===== config.mk =====
export PLATFORM = sky130hd
export DESIGN_NAME = wb_reg_bank_gen2
export DESIGN_NICKNAME = d
export VERILOG_FILES = /design/src/rtl/wb_reg_bank_pkg.sv /design/src/rtl/wb_ack_waitgen.sv /design/src/rtl/wb_reg_bank_gen2.sv
export SDC_FILE = /design/constraint.sdc
export NUM_CORES = 1
export LEC_CHECK = 0
export CORE_AREA = 2 2 156 158
export DETAILED_ROUTE_END_ITERATION = 8
export DIE_AREA = 0 0 158 160
export MAX_ROUTING_LAYER = met4
export PLACE_DENSITY = 0.8
export SLEW_MARGIN = 20
export SYNTH_ARGS = -nofsm -noshare
export SYNTH_HDL_FRONTEND = slang
export SYNTH_SLANG_ARGS = --single-unit

===== constraint.sdc =====
create_clock -name WBs_CLK_i -period 3.1 [get_ports WBs_CLK_i]
set_input_delay 0.31 -clock WBs_CLK_i [delete_from_list [all_inputs] [get_ports WBs_CLK_i]]
set_output_delay 0.31 -clock WBs_CLK_i [all_outputs]
set_load 0.05 [all_outputs]

===== src/rtl/wb_reg_bank_pkg.sv =====
// wb_reg_bank_pkg
//   Shared definitions for the gen2 Wishbone register bank:
//   byte offsets of the register map and the byte-lane write helpers.
package wb_reg_bank_pkg;

  localparam logic [11:0] ADR_ID           = 12'h000;
  localparam logic [11:0] ADR_REV          = 12'h004;
  localparam logic [11:0] ADR_STATUS       = 12'h008;
  localparam logic [11:0] ADR_INT_EN       = 12'h00C;
  localparam logic [11:0] ADR_TS_LO        = 12'h010;
  localparam logic [11:0] ADR_TS_HI        = 12'h014;
  localparam logic [11:0] ADR_SCRATCH_BASE = 12'h040;

  // Expand 4 byte enables into a 32-bit bit mask.
  function automatic logic [31:0] be_mask(input logic [3:0] be);
    logic [31:0] m;
    m = '0;
    for (int unsigned i = 0; i < 4; i++) begin
      m[8*i +: 8] = {8{be[i]}};
    end
    return m;
  endfunction

  // Replace only the enabled byte lanes of old_val with new_val.
  function automatic logic [31:0] byte_merge(input logic [31:0] old_val,
                                             input logic [31:0] new_val,
                                             input logic [3:0]  be);
    logic [31:0] m;
    m = be_mask(be);
    return (old_val & ~m) | (new_val & m);
  endfunction

endpackage


===== src/rtl/wb_ack_waitgen.sv =====
// wb_ack_waitgen
//   Turns a Wishbone request into a one-cycle ACK after ACK_WAIT+1
//   consecutive request cycles.
//   Ports:
//     WBs_CLK_i, WBs_RST_i : clock, synchronous active-high reset
//     cyc, stb             : Wishbone cycle / strobe
//     ack                  : registered one-cycle acknowledge
//     commit               : high in the cycle whose rising edge sets ack
module wb_ack_waitgen #(
  parameter int unsigned ACK_WAIT = 0
) (
  input  logic WBs_CLK_i,
  input  logic WBs_RST_i,
  input  logic cyc,
  input  logic stb,
  output logic ack,
  output logic commit
);

  logic [2:0] wait_cnt;
  logic       req;
  logic       done;

  // Masking with ack forces at least one idle cycle between transfers.
  assign req    = cyc & stb & ~ack;
  assign done   = req && (wait_cnt == 3'(ACK_WAIT));
  assign commit = done & ~WBs_RST_i;

  always_ff @(posedge WBs_CLK_i) begin
    if (WBs_RST_i) begin
      ack      <= 1'b0;
      wait_cnt <= '0;
    end else begin
      ack <= done;
      if (req && !done) begin
        wait_cnt <= wait_cnt + 3'd1;
      end else begin
        wait_cnt <= '0;
      end
    end
  end

endmodule


===== src/rtl/wb_reg_bank_gen2.sv =====
// wb_reg_bank_gen2
//   Wishbone slave register bank: ID/REV, sticky W1C event status with
//   masked interrupt, 64-bit timestamp with high-word snapshot, and
//   NUM_RW_REGS byte-strobed scratch registers.
//   Ports:
//     WBs_CLK_i, WBs_RST_i        : clock, synchronous active-high reset
//     WBs_ADR_i/CYC/STB/WE/BYTE_STB/DAT_i : Wishbone slave inputs
//     WBs_DAT_o, WBs_ACK_o        : registered read data, one-cycle ACK
//     evt_i                       : level event inputs (set STATUS bits)
//     int_o                       : registered |(STATUS & INT_EN)
module wb_reg_bank_gen2
  import wb_reg_bank_pkg::*;
#(
  parameter int unsigned ADDRWIDTH     = 10,
  parameter int unsigned DATAWIDTH     = 32,
  parameter int unsigned NUM_RW_REGS   = 4,
  parameter int unsigned NUM_EVT       = 8,
  parameter int unsigned ACK_WAIT      = 0,
  parameter logic [31:0] DEVICE_ID     = 32'hABCD0002,
  parameter logic [31:0] REV_LEVEL     = 32'h00000200,
  parameter logic [31:0] SCRATCH_RESET = 32'h12345678,
  parameter logic [31:0] DEF_REG_VALUE = 32'hFABDEFAC
) (
  input  logic                 WBs_CLK_i,
  input  logic                 WBs_RST_i,
  input  logic [ADDRWIDTH-1:0] WBs_ADR_i,
  input  logic                 WBs_CYC_i,
  input  logic                 WBs_STB_i,
  input  logic                 WBs_WE_i,
  input  logic [3:0]           WBs_BYTE_STB_i,
  input  logic [DATAWIDTH-1:0] WBs_DAT_i,
  output logic [DATAWIDTH-1:0] WBs_DAT_o,
  output logic                 WBs_ACK_o,
  input  logic [NUM_EVT-1:0]   evt_i,
  output logic                 int_o
);

  localparam int unsigned AW = ADDRWIDTH - 2;
  localparam logic [AW-1:0] W_ID     = AW'(ADR_ID     >> 2);
  localparam logic [AW-1:0] W_REV    = AW'(ADR_REV    >> 2);
  localparam logic [AW-1:0] W_STATUS = AW'(ADR_STATUS >> 2);
  localparam logic [AW-1:0] W_INT_EN = AW'(ADR_INT_EN >> 2);
  localparam logic [AW-1:0] W_TS_LO  = AW'(ADR_TS_LO  >> 2);
  localparam logic [AW-1:0] W_TS_HI  = AW'(ADR_TS_HI  >> 2);
  localparam logic [31:0]   SCR_WORD = 32'(ADR_SCRATCH_BASE) >> 2;

  logic [AW-1:0]      adr_word;
  logic [31:0]        scr_off;
  logic               commit;
  logic [31:0]        rd_data;
  logic [NUM_EVT-1:0] status;
  logic [NUM_EVT-1:0] int_en;
  logic [NUM_EVT-1:0] status_clr;
  logic [63:0]        ts_cnt;
  logic [31:0]        ts_hi_snap;
  logic [31:0]        scratch [NUM_RW_REGS];
  logic               unused_adr_lsb;

  assign adr_word       = WBs_ADR_i[ADDRWIDTH-1:2];
  assign unused_adr_lsb = ^WBs_ADR_i[1:0];
  // Addresses below the scratch base wrap to huge offsets and never match.
  assign scr_off        = 32'(adr_word) - SCR_WORD;

  wb_ack_waitgen #(
    .ACK_WAIT (ACK_WAIT)
  ) u_waitgen (
    .WBs_CLK_i (WBs_CLK_i),
    .WBs_RST_i (WBs_RST_i),
    .cyc       (WBs_CYC_i),
    .stb       (WBs_STB_i),
    .ack       (WBs_ACK_o),
    .commit    (commit)
  );

  always_comb begin
    rd_data = DEF_REG_VALUE;
    case (adr_word)
      W_ID:     rd_data = DEVICE_ID;
      W_REV:    rd_data = REV_LEVEL;
      W_STATUS: rd_data = 32'(status);
      W_INT_EN: rd_data = 32'(int_en);
      W_TS_LO:  rd_data = ts_cnt[31:0];
      W_TS_HI:  rd_data = ts_hi_snap;
      default:  rd_data = DEF_REG_VALUE;
    endcase
    for (int unsigned k = 0; k < NUM_RW_REGS; k++) begin
      if (scr_off == k) rd_data = scratch[k];
    end
  end

  always_comb begin
    status_clr = '0;
    if (commit && WBs_WE_i && adr_word == W_STATUS) begin
      status_clr = NUM_EVT'(WBs_DAT_i & be_mask(WBs_BYTE_STB_i));
    end
  end

  always_ff @(posedge WBs_CLK_i) begin
    if (WBs_RST_i) begin
      WBs_DAT_o  <= '0;
      int_o      <= 1'b0;
      status     <= '0;
      int_en     <= '0;
      ts_cnt     <= '0;
      ts_hi_snap <= '0;
      for (int unsigned k = 0; k < NUM_RW_REGS; k++) begin
        scratch[k] <= SCRATCH_RESET;
      end
    end else begin
      ts_cnt <= ts_cnt + 64'd1;
      // Set wins over a simultaneous write-1-to-clear.
      status <= (status & ~status_clr) | evt_i;
      int_o  <= |(status & int_en);
      if (commit) begin
        WBs_DAT_o <= rd_data;
        // Snapshot high word together with the low-word read for coherence.
        if (!WBs_WE_i && adr_word == W_TS_LO) begin
          ts_hi_snap <= ts_cnt[63:32];
        end
        if (WBs_WE_i) begin
          if (adr_word == W_INT_EN) begin
            int_en <= NUM_EVT'(byte_merge(32'(int_en), WBs_DAT_i, WBs_BYTE_STB_i));
          end
          for (int unsigned k = 0; k < NUM_RW_REGS; k++) begin
            if (scr_off == k) begin
              scratch[k] <= byte_merge(scratch[k], WBs_DAT_i, WBs_BYTE_STB_i);
            end
          end
        end
      end
    end
  end

endmodule


==> impl_metrics.tcl, run 1 <==
set metrics [dict create \
    synthCells 1535 \
    ys_seq_area_share_pct 48.7 \
    start_util_pct 58.8 \
    route.detailed.drc 0 \
    fin_skew_ns 0.0189 \
    fmax_mhz 397 \
    nFillCells 1916 \
    synth_edf_count 128 \
    required_ns 3.57 \
    antenna_left 0 \
    outcome "completed" \
    synth_area_leaders "edfxtp_1 27%, dfxtp_1 21%, a21oi_1 7.3%, nand2b_1 5.9%, nand2_1 4.2%" \
    grt_pass1_wl_microns 64200 \
    finalSetupViolCount 0 \
    tightest_slew_ns 1.08 \
    area_delta_synth_final_pct 16.3 \
    crit_path_top_delay_cell "or4_1" \
    place_area_sq_um 15300 \
    cts_buffer_depth 3 \
    min_path_type "in -> reg" \
    power_per_cell_area_nw_per_um2 508 \
    start_kind "register" \
    wl_per_cell_microns 21.5 \
    drv_slew 0 \
    postCtsResizedCells 0 \
    drt-vias-per-instance 6.45 \
    cts-htree-levels 1 \
    multi_input_area_sq_um 6590 \
    dominantRegCellSynth "dfxtp_1" \
    vias 12500 \
    cts_tree "yes" \
    path_max_fanout 10 \
    cpLargestDelayFamily "simple AND/OR/NAND/NOR gates" \
    rsz0062_at_grt "no" \
    path_buf_inv 0 \
    io_buffers 90 \
    hold_viol 0 \
    fin_crit_ns 2.52 \
    drtIter0Drc 1285 \
    vdd_drop_max_mv 0.512 \
    worst_path_largest_cell_delay_ns 0.55 \
    syn_nets 1597 \
    grt_max_degree 145 \
    tns_ns 0 \
    cap_viol_max_count 0 \
    globalplace.congestion 0.931 \
    synth_area_sq_um 14000 \
    overflow 0 \
    die_w_microns 158 \
    end_kind "register" \
    dp_hpwl_microns 28000 \
    fin_nets 1652 \
    grt_pass1_vias 11700 \
    io_pins 93 \
    core_area_sq_um 23800 \
    cts_hold_buf 0 \
    die_area_sq_um 25300 \
    drive_above_1_share_pct 9.11 \
    synth.largest_area_cell "edfxtp_1" \
    synth.avg_cell_area_sq_um 9.12 \
    numCtsBuffers 29 \
    synth_top_area_share_pct 27.4 \
    postCtsSetupRepairBufs 0 \
    dieHeight_microns 160 \
    ys_seq_elements 277 \
    crit_chain "and4_1 > and4_1 > nand4_2 > or4_1 > a21oi_1" \
    fin_crit_sh_pct 81.3 \
    clk_pin_slew_ns 0.06 \
    leakagePower_nw 5.41 \
    antenna_found_initial 1 \
    grtUsageTotal_pct 33.5 \
    synth_cell_types 71 \
    netlist_top_cells_count "203 x a21oi_1, 157 x nand2_1, 149 x dfxtp_1, 133 x nand2b_1, 128 x edfxtp_1" \
    dr.pass1.iters 6 \
    clk-insertion-delay-late_ns 0.56 \
    cp_common_cell "and4_1" \
    final_core_utilization_pct 68.4 \
    wl_microns 41700 \
    regArea_sq_um 6830 \
    clk_root_buffer_cell "clkbuf_16" \
    cts_sinks 277 \
    worstSetupPathType "reg -> reg" \
    yosys_warnings 0 \
    cp_data_arrival_time_ns 2.99 \
    yosysMostFrequentCell "a21oi_1" \
    final_area_sq_um 16300 \
    rows 57 \
    timing.slew.headroom_pct 27.7 \
    ys_async_sr_fraction_pct 0 \
]
[layout make-up]
| type | count | share of cell area [%] |
|---|---|---|
| sequential | 277 | 41.9 |
| multi-input combinational | 1116 | 40.4 |
| timing repair buffer | 142 | 8.31 |
| clock buffer | 39 | 5.25 |
| tap | 324 | 2.49 |
| clock inverter | 15 | 1.02 |
| inverter | 24 | 0.553 |
| antenna | 1 | 0.0154 |
[flip-flops by register name, summed over array words and instances (netlist names), named ones only]
| signal | count |
|---|---|
| WBs_DAT_o | 32 |
| int_o | 1 |
| scratch | 128 |
| status | 8 |
| ts_cnt | 64 |
| ts_hi_snap | 32 |
| u_waitgen.ack | 1 |
| u_waitgen.wait_cnt | 3 |
[metal layers]
metal  wire (microns)  vias up  global-route usage (%)
li1                 -     5705                       -
met1            16600     5973                    44.8
met2            19400      703                    51.6
met3             4240      123                    6.05
met4             1460        0                    11.4
met5                0        -                       -
[layout by cell type, fill, tap and decap left out, types with 15 or more instances in the layout]
cell type	count
a21oi_1	203
nand2_1	157
dfxtp_1	149
nand2b_1	133
edfxtp_1	128
nor2_1	91
clkdlybuf4s50_1	87
nand3_1	79
o21ai_0	49
buf_4	47
clkbuf_16	30
nor3_1	26
a22oi_1	24
o31ai_1	23
xnor2_1	22
inv_1	21
nand4_1	21
a211oi_1	21
or4_1	21
and3_1	19
mux2i_1	18
and4_1	15
o21ai_1	15
[power breakdown]
part	internal, mW	switching, mW	total (mW)
sequential	3.88	0.0485	3.93
combinational	0.258	0.439	0.698
clock	2.18	1.47	3.66
total	6.32	1.96	8.28
[per-stage QoR]
step / setup slack, ns / hold slack (ns) / instances / power, mW
floorplan: 0.383 / 0.417 / 1535 / 4.40
global placement: 0.464 / 0.433 / 1883 / 4.67
finish: 0.580 / 0.00635 / 1938 / 8.28
CTS: 0.633 / 0.00258 / 1937 / 8.28
detailed placement: 0.419 / 0.440 / 1883 / 4.68
global route: 0.463 / 0.00866 / 1938 / 8.48
[worst paths after layout]
check            startpoint        endpoint  slack (ns)  cells past startpoint
max              ts_cnt[29]      ts_cnt[63]        0.58                      5
min               WBs_RST_i      ts_cnt[48]       0.006                      2
max reg2reg      ts_cnt[29]      ts_cnt[63]        0.58                      5
min reg2reg  ts_hi_snap[19]  ts_hi_snap[19]        0.46                      2
[cell families after synthesis]
logic type      share of synthesized area (%)
mux                                      2.49
compound gates                           18.0
flops                                    48.7
xor+xnor                                 2.13
fa+ha+maj                               0.268
simple gates                             24.1
buf+inv                                  4.31
(Power assumes the default switching activity.)
==> run 2, diff against run 1 <==
Clock period 3.1 ns to 2.55 ns, I/O delays scaled along.
==> impl_metrics.tcl, run 2 (synthesis results as in run 1) <==
set metrics [dict create \
    rows 57 \
    numCtsBuffers 29 \
    vdd_drop_max_mv 0.596 \
    nFillCells 1876 \
    dp_hpwl_microns 29200 \
    final_core_utilization_pct 69.9 \
    min_path_type "in -> reg" \
    place_area_sq_um 15600 \
    diodes 0 \
    hold_viol 0 \
    start_kind "register" \
    end_kind "register" \
    grt_use_met1_pct 47.8 \
    route.detailed.drc 0 \
    io_buffers 90 \
    crit_chain "and4_1 > and3_1 > nand4_4 > or4_1 > a21oi_1" \
    power_per_cell_area_nw_per_um2 611 \
    fin_crit_ns 2.33 \
    dr.pass1.iters 5 \
    power_mw 10.2 \
    leakagePower_nw 5.63 \
    clk-insertion-delay-late_ns 0.55 \
    drive_above_1_share_pct 11.2 \
    wl_per_cell_microns 21.9 \
    cts_buffer_depth 3 \
    fin_cells 1974 \
    antenna_found_initial 0 \
    gr-usage-met3_pct 5.05 \
    finalSetupViolCount 0 \
    postCtsResizedCells 0 \
    fin_crit_sh_pct 91.2 \
    cts_tree "yes" \
    die_area_sq_um 25300 \
    rsz0062_at_grt "no" \
    cts-htree-levels 1 \
    cp_data_arrival_time_ns 2.80 \
    vias 12800 \
    cpLargestDelayFamily "simple AND/OR/NAND/NOR gates" \
    timing.slew.headroom_pct 28.8 \
    fmax_mhz 430 \
    cap_viol_max_count 0 \
    top_register "scratch" \
    path_max_fanout 22 \
    core_area_sq_um 23800 \
    crit_path_top_delay_cell "or4_1" \
    cts_hold_buf 1 \
    required_ns 3.02 \
    dpl.cell_count 1922 \
    clk_pin_slew_ns 0.06 \
    worstSetupPathType "reg -> reg" \
    grtUsageTotal_pct 34.9 \
    antenna_left 0 \
    worst_path_largest_cell_delay_ns 0.60 \
    globalplace.congestion 0.963 \
    wl_microns 43200 \
    cts_sinks 277 \
    io_pins 93 \
    largestRegisters "scratch: 128 flops, ts_cnt: 64 flops" \
    fin_skew_ns 0.00905 \
    grt_pass1_vias 11900 \
    largest_reg_flops 128 \
    tightest_slew_ns 1.06 \
    die_w_microns 158 \
    drt-vias-per-instance 6.47 \
    path_buf_inv 0 \
    final_cell_mix "203 x a21oi_1, 157 x nand2_1, 149 x dfxtp_1, 129 x nand2b_1, 128 x edfxtp_1" \
    met2_usage_pct 53.1 \
    overflow 0 \
    outcome "completed" \
    dieHeight_microns 160 \
    clk_root_buffer_cell "clkbuf_16" \
    layout_commonest_cell "a21oi_1" \
    start_util_pct 58.8 \
    tns_ns 0 \
    postCtsSetupRepairBufs 0 \
    r2r_setup_slack_ns 0.22 \
    grt-busiest-layer "met2" \
    final_area_sq_um 16700 \
    area_delta_synth_final_pct 19.0 \
    drtIter0Drc 1612 \
    fin_nets 1692 \
    grt_pass1_wl_microns 67000 \
    grt_max_degree 147 \
    drv_slew 0 \
]
## run 2: layer usage
metal / routed length, microns / vias up
met2: 20000 / 762
met5: 0 / -
met3: 4420 / 140
met1: 17200 / 6104
li1: - / 5773
met4: 1610 / 0
## run 2: layout make-up
type	count	area, sq um	share of cell area [%]
clock buffers	39	823	4.94
inverters	24	90.1	0.541
clock inverters	12	190	1.14
multi-input cells	1116	6600	39.6
well taps	324	405	2.43
repair buffers	182	1730	10.4
flip-flops and latches	277	6830	41.0
## run 2: final timing paths
path | from | to | cells past startpoint
worst max register to register | ts_cnt[7] | ts_cnt[60] | 5
worst min register to register | u_waitgen.wait_cnt[0] | u_waitgen.wait_cnt[0] | 1
worst max-delay path | ts_cnt[7] | ts_cnt[60] | 5
worst min-delay path | evt_i[5] | status[5] | 3
## run 2: stage by stage
stage / setup slack (ns) / hold WS, ns
final: 0.225 / 0.248
after global routing: 0.106 / 0.277
after CTS: 0.239 / 0.246
after detailed placement: 0.0823 / 0.442
after global placement: 0.0865 / 0.432
after floorplan: 0.179 / 0.384
## run 2: report_power, final
part	switching, mW	internal (mW)
combinational	0.545	0.334
sequential	0.0582	4.72
clock	1.78	2.75
## run 2: worst min-delay path: stages
cell and delay (ns):
clkdlybuf4s50_1 0.39, inv_1 0.05, a21oi_1 0.05
